==> config.mk <==
export PLATFORM = sky130hd
export DESIGN_NAME = mem_access_unit
export DESIGN_NICKNAME = d
export VERILOG_FILES = /design/src/rtl/mem_access_unit.sv
export SDC_FILE = /design/constraint.sdc
export NUM_CORES = 1
export LEC_CHECK = 0
export ABC_AREA = 1
export CAP_MARGIN = 25
export CORE_MARGIN = 3
export CORE_UTILIZATION = 56
export DETAILED_ROUTE_END_ITERATION = 10
export DONT_BUFFER_PORTS = 1
export HOLD_SLACK_MARGIN = 0.06
export PLACE_DENSITY = 0.76
export SETUP_SLACK_MARGIN = 0.1
export SLEW_MARGIN = 20
export SYNTH_ARGS = -nofsm -noshare
export SYNTH_HDL_FRONTEND = slang
export SYNTH_SLANG_ARGS = --single-unit
export TNS_END_PERCENT = 5
==> constraint.sdc <==
create_clock -name clk -period 3.65 [get_ports clk]
set_input_delay 0 -clock clk [delete_from_list [all_inputs] [get_ports clk]]
set_output_delay 0 -clock clk [all_outputs]
set_load 0.02 [all_outputs]
==> src/rtl/mem_access_unit.sv <==
// Data-memory initiator: sub-word loads/stores over a word-only memory port.
// Sub-word stores are read-modify-write; misaligned or reserved-size requests respond with an error.
module mem_access_unit #(
  parameter int BIG_ENDIAN = 1
) (
  input  logic        clk,
  input  logic        rst,
  input  logic        req_valid,
  output logic        req_ready,
  input  logic        req_we,
  input  logic [1:0]  req_size,
  input  logic        req_unsigned,
  input  logic [31:0] req_addr,
  input  logic [31:0] req_wdata,
  output logic        resp_valid,
  output logic [31:0] resp_rdata,
  output logic        resp_err,
  output logic [31:0] dm_addr,
  output logic        dm_ctrl_r,
  output logic        dm_ctrl_w,
  output logic [31:0] dm_wdata,
  input  logic [31:0] dm_rdata
);

  typedef enum logic [1:0] {S_IDLE, S_RD, S_WR, S_RESP} state_t;

  // Flipping the lane index turns little-endian lane numbering into big-endian.
  localparam logic [1:0] LANE_FLIP = (BIG_ENDIAN != 0) ? 2'b11 : 2'b00;

  state_t      r_state, w_next;
  logic        r_we, r_uns;
  logic [1:0]  r_size, r_lane;
  logic [15:0] r_wdata;
  logic [31:0] r_dm_addr, r_dm_wdata, r_resp_rdata;
  logic        r_resp_err;
  logic        w_accept, w_err;

  function automatic logic [4:0] f_shift(input logic [1:0] size, input logic [1:0] lane);
    if (size == 2'b00) return {lane ^ LANE_FLIP, 3'b000};
    return {lane[1] ^ LANE_FLIP[1], 4'b0000};
  endfunction

  function automatic logic [31:0] f_extract(input logic [31:0] word, input logic [1:0] size,
                                            input logic [1:0] lane, input logic uns);
    logic [31:0] w_sh;
    w_sh = word >> f_shift(size, lane);
    if (size == 2'b10) return word;
    if (size == 2'b00) return uns ? {24'b0, w_sh[7:0]} : {{24{w_sh[7]}}, w_sh[7:0]};
    return uns ? {16'b0, w_sh[15:0]} : {{16{w_sh[15]}}, w_sh[15:0]};
  endfunction

  function automatic logic [31:0] f_merge(input logic [31:0] word, input logic [1:0] size,
                                          input logic [1:0] lane, input logic [15:0] wdata);
    logic [31:0] w_mask, w_data;
    w_mask = ((size == 2'b00) ? 32'h0000_00FF : 32'h0000_FFFF) << f_shift(size, lane);
    w_data = ((size == 2'b00) ? {24'b0, wdata[7:0]} : {16'b0, wdata}) << f_shift(size, lane);
    return (word & ~w_mask) | w_data;
  endfunction

  assign w_accept = req_valid && (r_state == S_IDLE);
  assign w_err    = (req_size == 2'b11) || ((req_size == 2'b01) && req_addr[0]) ||
                    ((req_size == 2'b10) && (req_addr[1:0] != 2'b00));

  always_ff @(posedge clk or posedge rst) begin
    if (rst) r_state <= S_IDLE;
    else     r_state <= w_next;
  end

  always_comb begin
    w_next = r_state;
    case (r_state)
      S_IDLE: if (w_accept) begin
        if (w_err)                              w_next = S_RESP;
        else if (req_we && req_size == 2'b10)   w_next = S_WR;
        else                                    w_next = S_RD;
      end
      S_RD:   w_next = r_we ? S_WR : S_RESP;
      S_WR:   w_next = S_RESP;
      S_RESP: w_next = S_IDLE;
      default: w_next = S_IDLE;
    endcase
  end

  always_comb begin
    req_ready  = (r_state == S_IDLE);
    dm_ctrl_r  = (r_state == S_RD);
    dm_ctrl_w  = (r_state == S_WR);
    resp_valid = (r_state == S_RESP);
  end

  // The read word is consumed on the RD edge: extended for loads, merged for sub-word stores.
  always_ff @(posedge clk or posedge rst) begin
    if (rst) begin
      r_we         <= 1'b0;
      r_uns        <= 1'b0;
      r_size       <= 2'b00;
      r_lane       <= 2'b00;
      r_wdata      <= 16'h0;
      r_dm_addr    <= 32'h0;
      r_dm_wdata   <= 32'h0;
      r_resp_rdata <= 32'h0;
      r_resp_err   <= 1'b0;
    end else begin
      case (r_state)
        S_IDLE: if (w_accept) begin
          r_we      <= req_we;
          r_uns     <= req_unsigned;
          r_size    <= req_size;
          r_lane    <= req_addr[1:0];
          r_wdata   <= req_wdata[15:0];
          r_dm_addr <= {req_addr[31:2], 2'b00};
          if (w_err) begin
            r_resp_err   <= 1'b1;
            r_resp_rdata <= 32'h0;
          end else if (req_we && req_size == 2'b10) begin
            r_dm_wdata <= req_wdata;
          end
        end
        S_RD: begin
          if (r_we) begin
            r_dm_wdata <= f_merge(dm_rdata, r_size, r_lane, r_wdata);
          end else begin
            r_resp_rdata <= f_extract(dm_rdata, r_size, r_lane, r_uns);
            r_resp_err   <= 1'b0;
          end
        end
        S_WR: begin
          r_resp_rdata <= 32'h0;
          r_resp_err   <= 1'b0;
        end
        default: ;
      endcase
    end
  end

  assign dm_addr    = r_dm_addr;
  assign dm_wdata   = r_dm_wdata;
  assign resp_rdata = r_resp_rdata;
  assign resp_err   = r_resp_err;

endmodule

Word-level counts from Yosys, hierarchy flattened
Cells that the tools add are included.
{"block": "classes", "n_mux": 44, "n_bitwise": 5, "n_shift": 3, "n_eq_ne": 13, "reduce_logical": 14}
{"op": "$mux 32", "count": 13}
{"op": "$pmux 32 s3", "count": 1}
{"op": "$pmux 32 s2", "count": 1}
{"op": "$shl 16x5->32", "count": 2}
{"op": "$mux 5", "count": 7}
{"op": "$and 32x32->32", "count": 1}
{"op": "$mux 16", "count": 2}
{"op": "$not 32->32", "count": 1}
{"op": "$or 32x32->32", "count": 1}
{"op": "$shr 32x5->16", "count": 1}
{"op": "$mux 1", "count": 15}
{"op": "$eq 2x2->1 const B", "count": 5}
{"op": "$ne 2x1->1 const B", "count": 4}
{"op": "$pmux 2 s4", "count": 1}
{"op": "$mux 2", "count": 3}
{"op": "$reduce_and 5->1", "count": 1}
{"op": "$eq 2x1->1 const B", "count": 2}
{"op": "$logic_and 1x1->1", "count": 4}
{"op": "$logic_not 2->1", "count": 2}
{"op": "$ne 2x2->1 const B", "count": 2}
{"op": "$reduce_and 4->1", "count": 1}
{"op": "$reduce_bool 2->1", "count": 2}
{"op": "$pmux 1 s3", "count": 1}
{"op": "$reduce_bool 3->1", "count": 1}
{"op": "other kinds (4)", "count": 5}
{"block": "totals", "reg_bits": 119, "inputBits": 103}

Longest topological paths before layout
Gate-level depths: netlist of the first run.
{"block": "depth", "word_depth": 14, "mapped_depth": 12, "ltp_nobuf": 11}

Worst setup path before layout of the first run
OpenSTA, ideal clock, no wires.
{"block": "synth_path", "path_kind": "register to register", "from": "register r_state[1]", "to": "register r_dm_wdata[10] (netlist: dm_wdata[10])", "t_arrival_ns": 1.732, "slack_ns": 1.797, "setup_time_ns": 0.121, "synth_period_minus_slack_ns": 1.853, "n_path_buf": 2, "path_stages_with_launch": 13, "cell_sequence": "dfrtp_1 > inv_1 > ha_1 > buf_4 > inv_4 > or2_1 > nand2_1 > nor2_1 > nand2_2 > inv_2 > buf_4 > o21ai_0 > o21ai_1"}
{"block": "synth_via", "word_cells_on_any_way": 10, "cone_classes": "5 x eq/ne; 1 x mux; 4 x reduce/logical"}
{"element": "start, declared", "line_no": "30", "source": "state_t r_state, w_next;"}
{"element": "start signal, assigned", "line_no": "66", "source": "else r_state <= w_next;"}
{"element": "$eq 2x1->1 *"}
{"element": "named net dm_ctrl_r", "line_no": "19", "source": "output logic dm_ctrl_r,"}
{"element": "$ne 2x1->1 (no line) / $reduce_bool 2->1 (equally long branches)"}
{"element": "$reduce_and 5->1 (no line)"}
{"element": "end signal, assigned", "line_no": "116", "source": "r_dm_wdata <= req_wdata;"}
{"element": "end signal, assigned", "line_no": "121", "source": "r_dm_wdata <= f_merge(dm_rdata, r_size, r_lane, r_wdata);"}
{"element": "end, declared", "line_no": "34", "source": "logic [31:0] r_dm_addr, r_dm_wdata, r_resp_rdata;"}
The timed path passes the listed nets; every way through them passes the cells marked *.
A chain may end at the register's enable or synchronous reset.

Worst setup path after layout of the first run
{"block": "layout_path", "from": "register r_state[0]", "to": "register r_dm_wdata[29] (netlist: dm_wdata[29])"}
{"block": "layout_via", "elab_chain_cells": 4, "word_cells_on_any_way": 10, "cone_classes": "5 x eq/ne; 1 x mux; 4 x reduce/logical"}
{"element": "$logic_not 2->1 *"}
{"element": "named net req_ready", "line_no": "9", "source": "output logic req_ready,"}
{"element": "$logic_and 1x1->1", "line_no": "60", "source": "assign w_accept = req_valid && (r_state == S_IDLE);"}
{"element": "$ne 2x1->1 (no line)"}
{"element": "$reduce_and 5->1 (no line)"}
Marks and branches as above.

==> results of run 1 <==
## layout by cell type (no fill, tap or decap), drive strengths merged, types with 3 or more instances in the layout
| cell | n |
|---|---|
| nand2 | 134 |
| dlygate4sd3 | 127 |
| bufinv | 3 |
| a21oi | 73 |
| a22oi | 8 |
| inv | 57 |
| clkinv | 6 |
| dfrtp | 119 |
| ha | 4 |
| mux2 | 39 |
| o211ai | 10 |
| nor2 | 111 |
| nand3 | 24 |
| clkbuf | 23 |
| o21ai | 100 |
| buf | 4 |
## power by group
| part | internal (W) | switching [W] | total, W | leakage (nW) |
|---|---|---|---|---|
| clock | 0.00107 | 0.000593 | 0.00166 | 0.290 |
| combinational | 0.00114 | 0.00180 | 0.00294 | 1.99 |
| sequential | 0.00195 | 0.00116 | 0.00312 | 1.45 |
## flip-flops by register name, indices dropped and copies added (netlist names)
name,flops
r_size,2
resp_rdata,32
resp_err,1
r_uns,1
dm_wdata,32
r_we,1
r_lane,2
r_wdata,16
r_state,2
dm_addr,30
## area by class of cell
| cell class | instances | area (um2) | share of cell area |
|---|---|---|---|
| clock inverter | 9 | 123.9 | 0.01566 |
| sequential | 119 | 2978 | 0.3765 |
| inverter | 57 | 226.5 | 0.02863 |
| tap | 136 | 170.2 | 0.02152 |
| antenna | 2 | 5.005 | 0.0006328 |
| timing repair buffer | 131 | 1301 | 0.1645 |
| clock buffer | 23 | 456.7 | 0.05774 |
| multi-input combinational | 510 | 2648 | 0.3348 |
## final timing paths
path / start / end / slack (ns) / depth (start not counted)
min: rst / r_wdata[6] / 0.12 / 2
max: r_state[0] / dm_wdata[29] / 0.46 / 9
max reg2reg: r_state[0] / dm_wdata[29] / 0.46 / 9
min reg2reg: r_wdata[14] / r_wdata[14] / 0.51 / 1
min in group clk: req_valid / r_lane[1] / 0.13 / 4
max in group asynchronous: rst / resp_rdata[3] / 2.61 / 3
## Yosys cell counts
library cell  number  share of area
a21oi_1           71          0.058
a21oi_2            2         0.0029
a22oi_1            8         0.0099
a41oi_1            1         0.0014
buf_1              4         0.0025
buf_2             18          0.015
buf_4              5         0.0062
buf_6              6          0.011
clkbuf_1          10         0.0062
conb_1             1        0.00062
dfrtp_1          119           0.49
ha_1               4         0.0082
inv_1             52          0.032
inv_2              3         0.0019
inv_4              2         0.0021
mux2_2            39          0.072
nand2_1          128          0.079
nand2_2            3         0.0031
nand2_4            3         0.0056
nand3_1           24          0.020
nand4_1            1         0.0010
nor2_1           108          0.067
nor2_4             2         0.0037
nor2_8             1         0.0033
o211ai_1          10          0.012
o21ai_0           78          0.064
o21ai_1           22          0.018
o22ai_1            2         0.0021
or2_1              1         0.0010
## metal layers
| metal | vias to the layer above | share of wire |
|---|---|---|
| li1 | 2619 | - |
| met1 | 2827 | 0.38 |
| met2 | 344 | 0.50 |
| met3 | 56 | 0.091 |
| met4 | 0 | 0.026 |
| met5 | - | 0 |
## logic make-up (layout without fill, tap and decap cells)
logic type | Yosys count | after routing | share of synthesized area
AO/OA/AOI/OAI | 194 | 194 | 0.1693
adder cells (fa/ha/maj) | 4 | 4 | 0.008231
buffers and inverters | 100 | 220 | 0.07675
flip-flops | 119 | 119 | 0.4897
multiplexers | 39 | 39 | 0.07222
other | 1 | 4 | 0.0006167
AND/OR/NAND/NOR | 271 | 271 | 0.1831
## what timing repair did
item	in CTS	in global routing
setup endpoints to repair	0	8
endpoints found under the hold margin	175	0
hold buffers	127	0
resized for setup	0	4
## per-stage QoR
step | cells | instance area (um2)
global route | 985 | 7904
CTS | 985 | 7894
finish | 987 | 7909
floorplan | 729 | 6085
detailed placement | 826 | 6042
global placement | 826 | 6042
==> metrics, run 1 <==
Die W=~110 um; first-pass GRT wire length=30460 um; Slew Viols, Final=0; final core utilization=0.7559; post-CTS setup buffers=0; #FFs+latches synth=119; # port buffers=0; # nets final=approximately 940; power density cells=approximately 1000 nW/um2; Worst-path clk slew=0.06 ns; Clock Skew=0.009354 ns; Startpoint Class=flop; largest fanout on the critical path=33; Final setup viols=0; vias per inst=5.923; setup TNS=0 ns; GR Util met1=0.4041; cell family with most CP delay=buffers and inverters; Synth-to-Final Area Change=30.06%; cell repeated most along the worst path=o21ai_0; Initial Utilization=0.5812; slowest CP cell=dlygate4sd3_1; Warnings, synthesis=0; Post-Syn Area=slightly above 6000 um2; initial antenna violation count=0; CP endpoint kind=flop; critical path's largest stage delay=approximately 0.6 ns; H-tree Lvls=4; CTS max path bufs=2; GR Layer Usage met3=0.08328; worst rel slew slack=0.3739; largest net degree at the start of global routing=66; core area=between 10000 and 15000 um2; DIE HEIGHT=about 110 um; worst endpoint required time=4.10 ns; Pwr Total=between 0.007 and 0.008 W; Hold Crit Class=in2async; Num Clock Sinks=119; CP Buf/Inv Count=3; peak supply drop=roughly 0.92 mV; Top Ports=slightly above 200; Worst-Skew Late Latency=approximately 0.52 ns; detailed placement HPWL=roughly 13000 um; vias in the first global route=around 5900; row count=37; clock root buffer=clkbuf_8; Seq/Total Area, Yosys=0.4897; Fillers=about 720; worst setup margin=approximately 0.46 ns; Mean Syn Cell Area=~8.4 um2; WP data arrival=approximately 3.6 ns; final critical-path share of the clock period=0.8750; minimum clock period after layout=3.194 ns; Post-Synthesis Cells=approximately 730; die area=roughly 12000 um2; Hold WS=0.1181 ns; share of layout cells above drive strength 1=0.1048; GRT Max-Usage Layer=met2; DR DRC count=0; Hold Fails Final Rpt=0; Pre-antenna DRT Iters=6; status=finished, final reports clean; Worst Setup Path Type=reg2reg; Antenna Nets Post-Route=0; Max-Cap Viols=0; pre-CTS WS=0.8556 ns; TritonCTS clock tree=done; grt met2 use=0.5576; Final GP Congestion=about 0.93; Yosys cell types=29; Initial DRC Count=676; CTS Buf Count=17; post-DR wirelength/cell=20.14 um; GRT Overall Usage=0.3285; leakage=3.729 nW; gr ovfl total=0; worst slew pin tran=between 0.9 and 1 ns; total number of vias=around 6000; crit path cell chain=inv_1, ha_1, nand3_1, o21ai_1, nand2_4, inv_6, o21ai_0, o21ai_0, dlygate4sd3_1; Total Wirelength=19880 um; RSZ-0062 raised after global routing=no; fmax=around 310 MHz
(Power assumes the default switching activity.)
==> inputs of run 2 (changes only) <==
clock period = 3 ns   (was 3.65 ns; I/O delays follow)
==> run 2 against run 1 <==
The flow now stops in clock tree synthesis (4_1_cts). Synthesized cell count unchanged. Synthesized area unchanged.
==> metrics, run 2 <==
status=aborted with a tool error; stopping stage=clock tree synthesis (4_1_cts); First Error=[ERROR RSZ-0060] Max buffer count reached.; DIE HEIGHT=between 100 and 150 um; Post-Syn Area=around 6000 um2; ys flop type=dfrtp_1; Warnings, synthesis=0; row count=37; Post-synth EDFFs=0; clock root buffer=clkbuf_8; #FFs+latches synth=~120; count leader, synth=nand2_1; detailed placement HPWL=12310 um; Seq/Total Area, Yosys=0.4897; # port buffers=0; Mean Syn Cell Area=around 8.4 um2; CTS max path bufs=2; Die W=between 100 and 150 um; synth cell count leaders=nand2_1, dfrtp_1, nor2_1; cts repair resizes=0; Num Clock Sinks=~120; Final GP Congestion=slightly below 1; Post-Synthesis Cells=roughly 730; post-CTS setup buffers=0; Synth area leaders=dfrtp_1, nand2_1, mux2_2, nor2_1, o21ai_0; hold_buf cts=approximately 170; H-tree Lvls=4; FFs w/ async S/R, synth=1.000; CTS Buf Count=17; post-synth top area share=0.4897; Top Ports=roughly 200; Yosys cell types=29; Initial Utilization=0.5812; area leader, netlist=dfrtp_1
[run 2: stage by stage]
stage / setup WS [ns] / util / std cells / area [um2] / hold WS [ns]
2_1_floorplan: 1.147 / - / 729 / 6088 / 0.1505
3_3_place_gp: 0.7551 / 0.5807 / 827 / 6076 / 0.09512
3_5_place_dp: 0.6792 / 0.5807 / 827 / 6076 / 0.1200
[run 2: logic make-up after synthesis]
logic type	Yosys count	synth area share
AND/OR/NAND/NOR	271	0.1831
AO/OA/AOI/OAI	194	0.1693
flip-flops	119	0.4897
buffers and inverters	100	0.07675
multiplexers	39	0.07222
adder cells (fa/ha/maj)	4	0.008231
other	1	0.0006167
==> inputs of run 3 (changes only) <==
CORE_UTILIZATION = 40   (was 56)
HOLD_SLACK_MARGIN = unset   (was 0.06)
PLACE_DENSITY = unset   (was 0.76)
PLACE_DENSITY_LB_ADDON = 0.15   (was unset)
SETUP_SLACK_MARGIN = unset   (was 0.1)
==> run 3 against run 2 <==
The flow now finishes without violations.
==> metrics, run 3 (synthesis results as in run 1) <==
Max-Cap Viols=0; Num Clock Sinks=about 120; clock root buffer=clkbuf_16; gr ovfl total=0; commonest non-fill, non-tap cell in the layout=nand2_1; Total Wirelength=about 20000 um; Pre-antenna DRT Iters=5; CP Buf/Inv Count=4; Slew Viols, Final=0; Reg area=between 2000 and 3000 um2; most frequent cells in the layout=nand2_1, dfrtp_1, dlygate4sd3_1, nor2_1, o21ai_0; Startpoint Class=flop; worst rel slew slack=0.3868; Final setup viols=0; Hold Crit Class=in2reg; row count=44; Initial DRC Count=426; post-DR wirelength/cell=just under 20 um; GR Util met1=0.3162; minimum clock period after layout=approximately 2.7 ns; GRT Overall Usage=0.2394; Antenna Nets Post-Route=0; total number of vias=between 5000 and 6000; worst endpoint required time=~3.3 ns; Initial Utilization=0.4137; area occupied by multi-input gates=approximately 2600 um2; # port buffers=0; Worst-Skew Late Latency=0.42 ns; Die W=129.3 um; post-CTS setup buffers=0; critical path's largest stage delay=approximately 0.56 ns; power density cells=~1200 nW/um2; H-tree Lvls=4; worst slew pin tran=approximately 0.9 ns; CTS Buf Count=17; Final GP Congestion=approximately 0.92; Fillers=around 1400; slowest CP cell=dlygate4sd3_1; DIE HEIGHT=~130 um; leakage=roughly 3.7 nW; Top Ports=204; setup TNS=0 ns; fmax=between 300 and 400 MHz; CP endpoint kind=flop; vias in the first global route=around 5600; peak supply drop=0.6018 mV; Hold Fails Final Rpt=0; final core utilization=0.5341; CTS max path bufs=2; grt met2 use=0.3768; Synth-to-Final Area Change=29.12%; die area=16720 um2; # nets final=roughly 930; RSZ-0062 raised after global routing=no; status=finished, final reports clean; vias per inst=between 5 and 6; Clock Skew=about 0.013 ns; DR DRC count=0; Worst-path clk slew=0.06 ns; GR Layer Usage met3=0.08409; final critical-path share of the clock period=0.8856; largest net degree at the start of global routing=70; GRT Max-Usage Layer=met2; crit path cell chain=inv_1, ha_1, inv_4, or2_1, nand2_1, nor2_1, nand2_2, inv_2, o21ai_0, o21ai_1, dlygate4sd3_1; detailed placement HPWL=between 10000 and 15000 um; Worst Setup Path Type=reg2reg; first-pass GRT wire length=approximately 31000 um; WP data arrival=3.00 ns; initial antenna violation count=0; core area=about 15000 um2; share of layout cells above drive strength 1=0.1158; cell family with most CP delay=buffers and inverters; TritonCTS clock tree=done; largest fanout on the critical path=32
-- run 3: per-stage QoR --
step / worst slack, ns / hold slack (ns) / cells / power, W / cell area (um2)
finish: 0.3431 / 0.01009 / 1023 / 0.009137 / 7851
CTS: 0.1404 / 0.007629 / 1022 / 0.009169 / 7846
global placement: 0.8094 / 0.1221 / 880 / 0.006800 / 6161
global route: 0.1162 / 0.03482 / 1022 / 0.009818 / 7849
floorplan: 1.147 / 0.1505 / 729 / 0.006126 / 6088
detailed placement: 0.6707 / 0.1260 / 880 / 0.006913 / 6161
-- run 3: power by group --
part | switching, W | total (W) | internal, W
clock network | 0.000731 | 0.00197 | 0.00124
logic | 0.00213 | 0.00343 | 0.00130
registers | 0.00136 | 0.00374 | 0.00238
total | 0.00422 | 0.00914 | 0.00492
-- run 3: worst reg2reg max path: cells and delay by family, from the launching register on --
family	cells	cell delay, ns
flops	1	0.40
buf+inv	4	1.15
simple gates	4	0.41
fa+ha+maj	1	0.35
compound gates	2	0.30
-- run 3: area by class of cell --
class | count | share of cell area
Antenna cell | 1 | 0.0003187
Clock buffer | 20 | 0.05689
Clock inverter | 11 | 0.01625
Inverter | 57 | 0.02837
Multi-Input combinational cell | 510 | 0.3369
Sequential cell | 119 | 0.3793
Tap cell | 184 | 0.02932
Timing Repair Buffer | 121 | 0.1527
-- run 3: routing by layer --
metal  part of all wire  vias to the layer above
li1                   -                     2596
met1               0.41                     2688
met2               0.47                      279
met3              0.097                       25
met4              0.015                        0
met5                  0                        -
-- run 3: path summary, 6_finish.rpt --
| kind | startpoint | slack [ns] | cells past startpoint | to |
|---|---|---|---|---|
| worst max-delay path | r_state[1] | 0.34 | 11 | dm_wdata[31] |
| worst min-delay path | dm_rdata[16] | 0.01 | 6 | resp_rdata[0] |
| worst max register to register | r_state[1] | 0.34 | 11 | dm_wdata[31] |
| worst min register to register | r_wdata[15] | 0.52 | 2 | r_wdata[15] |
| max in group asynchronous | rst | 2.05 | 3 | dm_wdata[28] |
| min in group asynchronous | rst | 0.29 | 3 | resp_rdata[28] |
-- run 3: repair_timing --
| item | CTS | global route |
|---|---|---|
| resized for setup | 0 | 1 |
| endpoints found under the hold margin | 237 | 0 |
| setup endpoints to repair | 0 | 2 |
| hold buffers | 111 | 0 |
==> inputs of run 4 (changes only) <==
CORE_UTILIZATION = 60   (was 40)
==> run 4 against run 3 <==
Register-to-register slack got worse by 0.15 ns. Design area increased by 3.1%. Largest power group is now combinational cells. Sequential cell count unchanged. Power increased by 4.5%. Worst hold slack improved by 0.039 ns.
==> metrics, run 4 (synthesis results as in run 1) <==
Hold Fails Final Rpt=0; TritonCTS clock tree=done; Clock Skew=approximately 0.015 ns; CP endpoint kind=flop; cell repeated most along the worst path=dlygate4sd3_1; Startpoint Class=flop; DIE HEIGHT=between 100 and 150 um; worst r2r src=r_state[0]; largest fanout on the critical path=65; Slew Viols, Final=0; vias in the first global route=6122; leakage=between 3 and 4 nW; critical path's largest stage delay=~0.6 ns; dpl cells=approximately 830; first-pass GRT wire length=around 32000 um; Max-Cap Viols=0; post-CTS setup buffers=0; cell family with most CP delay=buffers and inverters; final core utilization=0.8244; CTS Buf Count=17; GRT Overall Usage=0.3700; Num Clock Sinks=around 120; Synth-to-Final Area Change=33.13%; Post-DP Area=6080 um2; worst rel slew slack=0.4000; gr ovfl total=0; status=finished, final reports clean; WP data arrival=around 3.2 ns; crit path cell chain=inv_1, ha_1, nand2_2, buf_12, nor2_1, dlygate4sd3_1, a21oi_1, dlygate4sd3_1; HP Start=dm_rdata[24]; Antenna Nets Post-Route=0; Layout Cells excl Fill=1004; worst endpoint required time=3.41 ns; Worst Setup Path Type=reg2reg; Hold Crit Class=in2reg; share of layout cells above drive strength 1=0.1102; slowest CP cell=dlygate4sd3_1; Antenna Cells=0; Final setup viols=0; commonest non-fill, non-tap cell in the layout=dlygate4sd3_1; power density cells=roughly 1200 nW/um2; Final GP Congestion=~1.0; fmax=356.6 MHz; CTS max path bufs=2; minimum clock period after layout=2.804 ns; worst setup margin=just under 0.2 ns; Final Instance Area=between 8000 and 9000 um2; vias per inst=6.018; pre-CTS WS=between 0.7 and 0.8 ns; peak supply drop=0.8392 mV; final critical-path share of the clock period=0.9347; clock root buffer=clkbuf_8; Worst-path clk slew=roughly 0.070 ns; worst slew pin tran=approximately 0.9 ns; CP Buf/Inv Count=4; total number of vias=~6000; die area=between 10000 and 15000 um2; initial antenna violation count=0; Pre-antenna DRT Iters=6; post-DR wirelength/cell=20.77 um; Initial DRC Count=slightly below 700; most frequent cells in the layout=dlygate4sd3_1, nand2_1, dfrtp_1, nor2_1, o21ai_0; # nets final=a little under 1000; Top Ports=204; largest net degree at the start of global routing=77; Initial Utilization=0.6193; Total Wirelength=between 20000 and 25000 um; Die W=around 110 um; DR DRC count=0; H-tree Lvls=4; core area=between 9000 and 10000 um2; # port buffers=0; crit path from=r_state[0]; row count=36; Worst-Skew Late Latency=approximately 0.54 ns; detailed placement HPWL=around 12000 um
## run 4: stage by stage
step	hold WS (ns)	total power [W]	setup TNS, ns
floorplan	0.1505	0.006126	0
global placement	0.07762	0.006656	0
detailed placement	0.1105	0.006797	0
CTS	0.02999	0.009214	0
global route	0.1061	0.01006	-0.002822
finish	0.04952	0.009548	0
## run 4: final cells by class
cell class / count / area, um2
sequential: 119 / 2978
multi-input combinational: 510 / 2643
fill: 603 / 1724
timing repair buffer: 153 / 1551
clock buffer: 17 / 414.1
inverter: 57 / 225.2
tap: 133 / 166.4
clock inverter: 15 / 117.6
## run 4: where the power goes
group	switching [W]	leakage, nW	total [W]	internal (W)
Combinational	0.00230	2.13	0.00385	0.00155
Clock	0.000847	0.249	0.00188	0.00103
Sequential	0.00145	1.45	0.00382	0.00237
## run 4: what timing repair did
action,4_1_cts,5_1_grt
gates resized for setup,0,2
hold buffers,145,1
setup endpoints to repair,0,8
endpoints found under the hold margin,161,9
## run 4: worst register-to-register path: cells and delay by family, from the launching register on
family / cells / cell delay (ns)
adder cells (fa/ha/maj): 1 / 0.46
buffers and inverters: 4 / 1.50
AO/OA/AOI/OAI: 1 / 0.05
flip-flops: 1 / 0.40
AND/OR/NAND/NOR: 2 / 0.27
## run 4: path summary, 6_finish.rpt
kind                       cells after the start             to  slack [ns]
hold / removal                                 8  resp_rdata[0]        0.05
min in group asynchronous                      3     dm_addr[8]        0.44
hold reg to reg                                1    r_wdata[14]        0.55
setup / recovery                               8      r_lane[1]        0.20
max in group asynchronous                      4   dm_wdata[11]        1.86
setup reg to reg                               8      r_lane[1]        0.20
## run 4: layer usage
metal  global-route usage  vias up  wire [um]
met1               0.4505     2886       7555
li1                     -     2653          -
met3               0.1078       77       2179
met5                    0        -          0
met4               0.1489        0        746
met2               0.6196      426      10370
